$ cat src/rtl/serial_parallel_align.sv
// Serial-to-parallel deserialiser with comma-based word alignment and lock FSM.
// Optional macro SP_DISPARITY_COMMA_EN: also align on the inverted comma (other running disparity).
module serial_parallel_align #(
  parameter int              WIDTH      = 10,
  parameter logic [WIDTH-1:0] COMMA      = 10'b0011111010,
  parameter int              LOCK_COUNT = 3
) (
  input  logic             CLK,
  input  logic             RESET,
  input  logic             DATA_IN,
  output logic [WIDTH-1:0] DATA_OUT,
  output logic             VALID_OUT,
  output logic             COMMA_OUT,
  output logic             LOCKED
);

  localparam int              CW        = $clog2(WIDTH);
  localparam logic [CW-1:0]   BIT_ZERO  = {CW{1'b0}};
  localparam logic [CW-1:0]   BIT_ONE   = CW'(1);
  localparam logic [CW-1:0]   BIT_LAST  = CW'(WIDTH - 1);
  localparam logic [3:0]      LOCK_TGT  = 4'(LOCK_COUNT);

  typedef enum logic [1:0] {
    ST_SEARCH = 2'd0,
    ST_SYNC   = 2'd1,
    ST_LOCKED = 2'd2
  } state_t;

  state_t           r_state;
  logic [WIDTH-2:0] r_sr;
  logic [CW-1:0]    r_bit_cnt;
  logic [3:0]       r_comma_cnt;
  logic [WIDTH-1:0] r_data;
  logic             r_valid;
  logic             r_comma;
  logic             r_locked;

  state_t           w_state_nxt;
  logic [CW-1:0]    w_bit_cnt_nxt;
  logic [3:0]       w_comma_cnt_nxt;
  logic [3:0]       w_comma_cnt_inc;
  logic [WIDTH-1:0] w_data_nxt;
  logic             w_valid_nxt;
  logic             w_comma_nxt;
  logic [WIDTH-1:0] w_word;
  logic             w_match;
  logic             w_boundary;

  // The word seen at this edge already includes the bit being sampled now.
  assign w_word          = {r_sr, DATA_IN};
  assign w_boundary      = (r_bit_cnt == BIT_LAST);
  assign w_comma_cnt_inc = r_comma_cnt + 4'd1;

`ifdef SP_DISPARITY_COMMA_EN
  assign w_match = (w_word == COMMA) || (w_word == ~COMMA);
`else
  assign w_match = (w_word == COMMA);
`endif

  always_comb begin
    w_state_nxt     = r_state;
    w_bit_cnt_nxt   = r_bit_cnt;
    w_comma_cnt_nxt = r_comma_cnt;
    w_data_nxt      = r_data;
    w_valid_nxt     = 1'b0;
    w_comma_nxt     = 1'b0;
    case (r_state)
      ST_SEARCH: begin
        if (w_match) begin
          w_bit_cnt_nxt   = BIT_ZERO;
          w_comma_cnt_nxt = 4'd1;
          w_state_nxt     = (LOCK_COUNT == 1) ? ST_LOCKED : ST_SYNC;
        end else begin
          w_state_nxt = ST_SEARCH;
        end
      end
      ST_SYNC: begin
        if (w_boundary) begin
          w_bit_cnt_nxt = BIT_ZERO;
          if (w_match) begin
            w_comma_cnt_nxt = w_comma_cnt_inc;
            w_state_nxt     = (w_comma_cnt_inc >= LOCK_TGT) ? ST_LOCKED : ST_SYNC;
          end else begin
            w_comma_cnt_nxt = 4'd0;
            w_state_nxt     = ST_SEARCH;
          end
        end else begin
          w_bit_cnt_nxt = r_bit_cnt + BIT_ONE;
        end
      end
      ST_LOCKED: begin
        if (w_boundary) begin
          w_bit_cnt_nxt = BIT_ZERO;
          w_data_nxt    = w_word;
          w_valid_nxt   = 1'b1;
          w_comma_nxt   = w_match;
        end else if (w_match) begin
          // Comma off the current boundary: the line slipped, re-align here.
          w_bit_cnt_nxt   = BIT_ZERO;
          w_comma_cnt_nxt = 4'd1;
          w_state_nxt     = ST_SYNC;
        end else begin
          w_bit_cnt_nxt = r_bit_cnt + BIT_ONE;
        end
      end
      default: begin
        w_state_nxt     = ST_SEARCH;
        w_bit_cnt_nxt   = BIT_ZERO;
        w_comma_cnt_nxt = 4'd0;
      end
    endcase
  end

  always_ff @(posedge CLK) begin
    if (RESET) begin
      r_state     <= ST_SEARCH;
      r_sr        <= {(WIDTH-1){1'b0}};
      r_bit_cnt   <= BIT_ZERO;
      r_comma_cnt <= 4'd0;
      r_data      <= {WIDTH{1'b0}};
      r_valid     <= 1'b0;
      r_comma     <= 1'b0;
      r_locked    <= 1'b0;
    end else begin
      r_state     <= w_state_nxt;
      r_sr        <= w_word[WIDTH-2:0];
      r_bit_cnt   <= w_bit_cnt_nxt;
      r_comma_cnt <= w_comma_cnt_nxt;
      r_data      <= w_data_nxt;
      r_valid     <= w_valid_nxt;
      r_comma     <= w_comma_nxt;
      r_locked    <= (w_state_nxt == ST_LOCKED);
    end
  end

  assign DATA_OUT  = r_data;
  assign VALID_OUT = r_valid;
  assign COMMA_OUT = r_comma;
  assign LOCKED    = r_locked;

endmodule
$ cat config.mk
export PLATFORM = sky130hd
export DESIGN_NAME = serial_parallel_align
export DESIGN_NICKNAME = d
export VERILOG_FILES = /design/src/rtl/serial_parallel_align.sv
export SDC_FILE = /design/constraint.sdc
export NUM_CORES = 1
export LEC_CHECK = 0
export CORE_AREA = 4 4 55 57
export CTS_CLUSTER_SIZE = 16
export DETAILED_ROUTE_END_ITERATION = 12
export DIE_AREA = 0 0 59 61
export GPL_TIMING_DRIVEN = 0
export PLACE_DENSITY = 0.78
export SYNTH_ARGS = -nofsm -noshare
export SYNTH_HDL_FRONTEND = slang
export SYNTH_SLANG_ARGS = --single-unit
$ cat constraint.sdc
create_clock -name CLK -period 3.4 [get_ports CLK]
set_input_delay 0.51 -clock CLK [delete_from_list [all_inputs] [get_ports CLK]]
set_output_delay 0.51 -clock CLK [all_outputs]
set_load 0.01 [all_outputs]
[After elaboration in Yosys (flattened, before gate mapping)]
Cells that the tools add are included.
Word-level totals
  register bits: 32
  bits of input ports: 3
  output and inout port bits: 13
Cells by class
  reduce and logical (&&, ||, !) cells: 5
  bitwise gates (word level): 2
  mux-type cells: 18
  $add $sub $neg: 2
  order comparisons: 1
  eq/ne operators: 8
Operators by type and width (number)
  2-to-1 mux 4 bit: 8
  one-hot mux 4 bit (3 select lines): 2
  == test 10 x 8 -> 1 bit, second input constant: 1
  2-to-1 mux 2 bit: 5
  adder 4 x 1 -> 4 bit, second input constant: 2
  != test 2 bit, second input constant: 3
  one-hot mux 2 bit (3 select lines): 1
  == test 2 bit, second input constant: 2
  == test 4 bit, second input constant: 1
  greater-or-equal comparator 4 x 2 -> 1 bit, second input constant: 1
  AND reduction 2 bit: 2
  OR reduction 3 bit: 1
  == test 2 x 1 -> 1 bit, second input constant: 1
  logical NOT 2 bit: 1
  2-to-1 mux 1 bit: 2
  NOT 1 bit: 2
  OR reduction 2 bit: 1

[Logic depth before layout (Yosys ltp)]
Gate-level depths: netlist of the first run.
  word-level depth: 7
  depth in mapped cells: 8
  mapped depth without buffers: 7

[Worst setup path after synthesis of the first run]
No wires, ideal clock.
  path kind: input to register
  start: in DATA_IN
  end: reg r_comma_cnt[2]
  buffers on the path: 0
  path slack: 1.637 ns
  library setup time: 0.134 ns
  cell stages on the path: 5
  arrival: 1.629 ns
  cells stage by stage: nor2_1 nand3_1 a221o_1 o21ai_0 a21oi_1
On the way
  cells in the longest elaborated chain, start to end: 4
Ends and longest elaborated chain
  from (decl): line 10  | input logic DATA_IN,
  == test 10 x 8 -> 1 bit (*): line 57  | assign w_match = (w_word == COMMA);
  2-to-1 mux 4 bit, on equally long branches (2 in series)
  one-hot mux 4 bit (3 select lines) (*): line 67  | case (r_state)
  to (signal assigned): line 128  | r_comma_cnt <= w_comma_cnt_nxt;
  to (decl): line 32  | logic [3:0] r_comma_cnt;
Every way passes the cells marked *; elsewhere a longest branch is shown, timed or not. The select of a mux whose other input is x is not followed.
A chain may end at the register's enable or synchronous reset.

[Final worst setup path of the first run]
  start: in DATA_IN
  end: reg r_comma_cnt[0]
The elaborated chain is that of the path after synthesis.

==> results.toml, run 1 <==
[run_status]
outcome = "complete, no violations"

[floorplanning]
chipWidth_um = 59
dieArea_mm2 = 0.003599
ios = 16
start_util_pct = 57.98
fp-row-count = 18
fp.dieH_um = 61
core_mm2 = 0.002477

[setup_path]
path_max_fanout = 5
max_stage_delay_ns = 0.45
cp_slowest_cell = "clkdlybuf4s50_1"
path_depth = 6
setup.worst_path.class = "input pin to register"
cp.arrival_ns = 2.38
setup.worst_path.end_class = "register"
cp.required_ns = 3.65
crit_buf_inv = 1
path_delay_family = "compound AO/OA/AOI/OAI gates"
cp-start-kind = "input pin"
worstPathCellList = "clkdlybuf4s50_1 > nor2_1 > nand3_1 > a221oi_2 > o311ai_0 > o31ai_1"
ff2ff_path_depth = 8

[drt]
viasPerCell = 5.668
drt_iter0_drc = 80
wl_mm = 3.044
drc = 0
dr.pass1.iters = 4
vias = 1230
wl_per_cell_um = 14.03
postRouteAntennaNets = 0

[clocking]
clkSlewWorstSetupHoldPaths_ns = 0.10
cts_resized = 0
cts_setup_buffers = 0
cts.sinks = 32
htree_levels = 2
postCtsHoldBufs = 0
cts_tree = "yes"
cts_buffer_depth = 2
clk_latency_ns = 0.33
cts-buffers-inserted = 5
root_buffer = "clkbuf_4"

[flow_run]
cap_viol_max_count = 0

[sta]
slew_violations = 0
maxSlewHeadroom_pct = 60.22
hold_violations = 0
setup_violations = 0
fin_crit_sh_pct = 62.83
rsz0062_at_grt = "no"
worst_slew_pin_slew_ns = 0.5946
setup_tns_ns = 0
fmax_mhz = 468.1
fin_crit_ns = 2.136
hold_ws_ns = 0.4590
skew_ns = 0.008449

[synthesis]
syn_nets = 176
synth_area_mm2 = 0.001436
syn_area_per_cell_um2 = 8.758
synth-seq-area-share_pct = 44.60
yosys_warnings = 0
synth_top_cell_by_area = "dfxtp_1"
ys_ff_latch = 32
yosys.area.top_type_share_pct = 44.60
synth.distinct_cells = 37
yosys-top-cells-area = "dfxtp_1, ha_1, nand2_1, a21oi_1, nor2b_1"
synthCells = 164

[global_route]
grt_max_degree = 11
grt_overflow_total = 0
grt_first_pass_wirelength_mm = 5.250
grt_pass1_vias = 1214
grt_antenna_before_repair = 0
grt_usage_pct = 19.41

[placement]
dp_hpwl_mm = 2.239
io_buffers = 15
post-place-cells = 209
gp_congestion = 0.8032
dpl_cell_area_mm2 = 0.001624

[power_and_ir_drop]
pwr_density_cell_mw_per_mm2 = 371.3
peakVddDrop_uv = 351.6
p_leak_nw = 0.5882

[cells_and_area]
nets = 198
final_core_util_pct = 68.08
synthToLayoutAreaGrowth_pct = 17.42
final_common_cell = "dfxtp_1"
final_area_mm2 = 0.001687
drive_above_1_share_pct = 8.021
diodes = 0
final_cell_mix = "dfxtp_1, nand2_1, a21oi_1, clkdlybuf4s50_1, nor2_1"
stdcell_count = 217

[min_path]
hold_path_depth = 2
hold_path_class = "register to register"
==> cell type report <==
| cell class | count | area, um2 |
|---|---|---|
| clock inverter | 1 | 7.507 |
| inverter | 8 | 30.03 |
| multi-input combinational | 118 | 742.0 |
| sequential | 32 | 640.6 |
| tap | 30 | 37.54 |
| timing repair buffer | 15 | 150.1 |
| fill | 220 | 790.8 |
| buffer | 6 | 23.77 |
| clock buffer | 7 | 55.05 |
==> metrics by stage <==
stage | worst slack [ns] | total power [mW]
final | 1.264 | 0.6263
after global routing | 1.131 | 0.6527
after CTS | 1.309 | 0.6265
after detailed placement | 0.9567 | 0.4015
after global placement | 0.9903 | 0.4008
after floorplan | 1.637 | 0.3947
==> flip-flops by register name, summed over array words and instances, names as in the netlist <==
signal / count
COMMA_OUT: 1
r_sr: 9
r_comma_cnt: 4
r_state: 2
r_bit_cnt: 4
VALID_OUT: 1
DATA_OUT: 10
LOCKED: 1
==> report_power, final <==
group / internal, mW / switching [mW] / leakage (nW) / total, mW
clock: 0.101 / 0.132 / 0.0315 / 0.233
combinational: 0.00514 / 0.0100 / 0.298 / 0.0151
sequential: 0.376 / 0.00139 / 0.258 / 0.378
total: 0.483 / 0.144 / 0.588 / 0.626
==> layer usage <==
metal	track usage (%)	share of wire [%]
met5	0	0
met4	7.767	0.82
met3	7.021	6.0
met2	32.02	48
met1	23.05	45
==> cell families (layout without fill, tap and decap cells) <==
logic type      Yosys count  after routing  synth area share (%)
compound gates           38             38                 17.68
buf+inv                  14             37                 3.746
flops                    32             32                 44.60
simple gates             71             71                 26.13
fa+ha+maj                 9              9                 7.840
==> final timing paths <==
check	start	endpoint	slack [ns]
worst min-delay path	DATA_OUT[3]$_SDFFE_PP0P_	DATA_OUT[3]$_SDFFE_PP0P_	0.46
worst max register to register	r_state[0]$_SDFF_PP0_	r_bit_cnt[3]$_SDFFE_PP0P_	1.40
worst min register to register	DATA_OUT[3]$_SDFFE_PP0P_	DATA_OUT[3]$_SDFFE_PP0P_	0.46
worst max-delay path	DATA_IN	r_comma_cnt[0]$_SDFFE_PP0P_	1.26
==> tightest hold or removal path, delay by kind of cell (launching register included) <==
family | cells | cell delay [ns]
AOI/OAI and AO/OA | 1 | 0.05
DFF | 1 | 0.32
and+or+nand+nor | 1 | 0.05
==> cell usage after synthesis (all sizes together) <==
| library cell | count |
|---|---|
| or3 | 1 |
| ha | 9 |
| nand4 | 2 |
| or4 | 1 |
| o32ai | 1 |
| o2bb2a | 1 |
| a21oi | 16 |
| buf | 1 |
| nor3 | 4 |
| o31ai | 3 |
| nor4 | 1 |
| and2 | 2 |
| a31o | 1 |
| nand3b | 2 |
| o21ai | 3 |
| a211oi | 1 |
| and4bb | 1 |
| nand2b | 2 |
| o2111ai | 1 |
| inv | 8 |
| a221o | 1 |
| or2 | 1 |
| o311ai | 1 |
| a221oi | 1 |
| o22ai | 3 |
| nor2b | 9 |
| o2bb2ai | 1 |
| nor2 | 12 |
| o211ai | 1 |
| nand2 | 26 |
| dfxtp | 32 |
| a31oi | 3 |
| and4 | 1 |
| nand4b | 1 |
| clkbuf | 5 |
| nand3 | 5 |
No activity file was read; power rests on OpenSTA's default activity.
==> inputs of run 2 (changes only) <==
Settings changed: CORE_AREA 4 4 55 57 to 4 4 60 62, DIE_AREA 0 0 59 61 to 0 0 64 66, PLACE_DENSITY 0.78 to 0.69.
Clock period 3.4 ns to 1.9 ns, I/O delays scaled along.
==> run 2 against run 1 <==
Against the previous run: utilization is 9.9 points lower; critical path depth unchanged; critical endpoint is now r_state[1]$_SDFF_PP0_; largest cell class unchanged; die area rose by 17%; critical path type is now register to register; first-iteration DRC count grew 5.0%; clock power up 68%.
==> results.toml, run 2 (synthesis results as in run 1) <==
[drt]
wl_met2_mm = 1.391
dr.pass1.iters = 4
wl_per_cell_um = 13.09
wl_met1_mm = 1.454
wl_mm = 3.049
viasPerCell = 5.330
postRouteAntennaNets = 0
drc = 0
drt_iter0_drc = 84
wl_met3_um = 128
vias = 1242
highest_layer = "met4"

[setup_path]
cp_slowest_cell = "or4_4"
worstPathCellList = "ha_1 > and2_1 > a21oi_2 > nor3_1 > or4_4 > a211oi_2"
path_delay_family = "simple AND/OR/NAND/NOR gates"
cp-start-kind = "register"
cp.required_ns = 2.16
cp.arrival_ns = 2.09
setup.worst_path.class = "register to register"
crit_buf_inv = 0
setup.worst_path.end_class = "register"
max_stage_delay_ns = 0.50
path_max_fanout = 6

[clocking]
cts.sinks = 32
postCtsHoldBufs = 0
cts-buffers-inserted = 5
htree_levels = 2
clkSlewWorstSetupHoldPaths_ns = 0.11
clk_latency_ns = 0.33
root_buffer = "clkbuf_4"
cts_buffer_depth = 2
cts_tree = "yes"

[cells_and_area]
drive_above_1_share_pct = 14.29
largest_reg_flops = 10
diodes = 0
nFillCells = 294
final_common_cell = "dfxtp_1"
final_cell_mix = "dfxtp_1, nand2_1, a21oi_1, clkdlybuf4s50_1, nor2_1"
nets = 200
stdcell_count = 233
synthToLayoutAreaGrowth_pct = 22.74

[sta]
hold_violations = 0
fin_crit_sh_pct = 96.60
worst_slew_pin_slew_ns = 0.5737
hold_ws_ns = 0.4594
slew_violations = 0
setup_violations = 0
fin_crit_ns = 1.835
fmax_mhz = 544.9
maxSlewHeadroom_pct = 61.61
skew_ns = 0.006991

[power_and_ir_drop]
power.internal_mw = 0.8251
power_frac_seq_pct = 61.8
p_sw_mw = 0.2698
pwr_density_cell_mw_per_mm2 = 621.1
clockPowerShare_pct = 35.7
switching_share_pct = 24.64
p_total_mw = 1.095
peakVddDrop_uv = 385.7
p_leak_nw = 0.6093
share_comb_of_total_power_pct = 2.5

[global_route]
grt_antenna_before_repair = 0
grt_overflow_total = 0
grt_usage_pct = 15.28
grt_max_degree = 12
grt_first_pass_wirelength_mm = 5.085
grt_pass1_vias = 1160

[placement]
dp_hpwl_mm = 2.144
gp_congestion = 0.8319
post-place-cells = 223
io_buffers = 15

[floorplanning]
chipWidth_um = 64
dieArea_mm2 = 0.004224
fp-row-count = 20
start_util_pct = 47.44
ios = 16
core_mm2 = 0.003028
fp.dieH_um = 66

[run_status]
outcome = "complete, no violations"

[flow_run]
cap_viol_max_count = 0

[min_path]
hold_path_class = "register to register"
[run 2: worst reg2reg max path: stages (launching register included)]
cell and delay [ns]:
dfxtp_1 0.37, ha_1 0.29, and2_1 0.20, a21oi_2 0.17, nor3_1 0.07, or4_4 0.50, a211oi_2 0.18
[run 2: routing by layer]
| layer | track usage [%] | vias up |
|---|---|---|
| met2 | 23.87 | 28 |
| li1 | - | 623 |
| met3 | 3.231 | 8 |
| met1 | 19.48 | 583 |
| met5 | 0 | - |
| met4 | 8.625 | 0 |
[run 2: cell type report]
type	instances	area, um2	share of cell area (%)
clock buffers	5	37.54	2.129
clock inverters	3	18.77	1.065
plain buffers	5	26.28	1.490
well taps	44	55.05	3.123
multi-input cells	118	779.5	44.22
flip-flops and latches	32	643.1	36.48
inverters	8	30.03	1.703
repair buffers	18	172.7	9.794
[run 2: path summary, 6_finish.rpt]
| path | from | endpoint | slack (ns) | cells past startpoint |
|---|---|---|---|---|
| max | r_comma_cnt[0]$_SDFFE_PP0P_ | r_state[1]$_SDFF_PP0_ | 0.06 | 6 |
| min | DATA_OUT[0]$_SDFFE_PP0P_ | DATA_OUT[0]$_SDFFE_PP0P_ | 0.46 | 2 |
| max reg2reg | r_comma_cnt[0]$_SDFFE_PP0P_ | r_state[1]$_SDFF_PP0_ | 0.06 | 6 |
| min reg2reg | DATA_OUT[0]$_SDFFE_PP0P_ | DATA_OUT[0]$_SDFFE_PP0P_ | 0.46 | 2 |
[run 2: stage by stage]
stage	setup TNS [ns]	instance area, um2	setup WS (ns)	utilization [%]
2_1_floorplan	0	1436	0.2266	-
3_3_place_gp	-1.440	1642	-0.2994	54.21
3_5_place_dp	-1.621	1642	-0.3170	54.21
4_1_cts	0	1694	0.01683	55.95
5_1_grt	-0.03079	1763	-0.01440	58.22
6_report	0	1763	0.06469	58.22
[run 2: power by group through the flow]
stage                     Clock, mW  Sequential, mW  Combinational (mW)
after global placement            0           0.691              0.0262
after floorplan                   0           0.691              0.0157
after CTS                     0.402           0.676              0.0266
after detailed placement          0           0.692              0.0266
final                         0.391           0.676              0.0279
after global routing          0.429           0.677              0.0299
[run 2: timing repair]
action,CTS,global route
buffers inserted,0,3
gates resized for setup,0,14
pin swaps,0,4
setup endpoints to repair,10,20
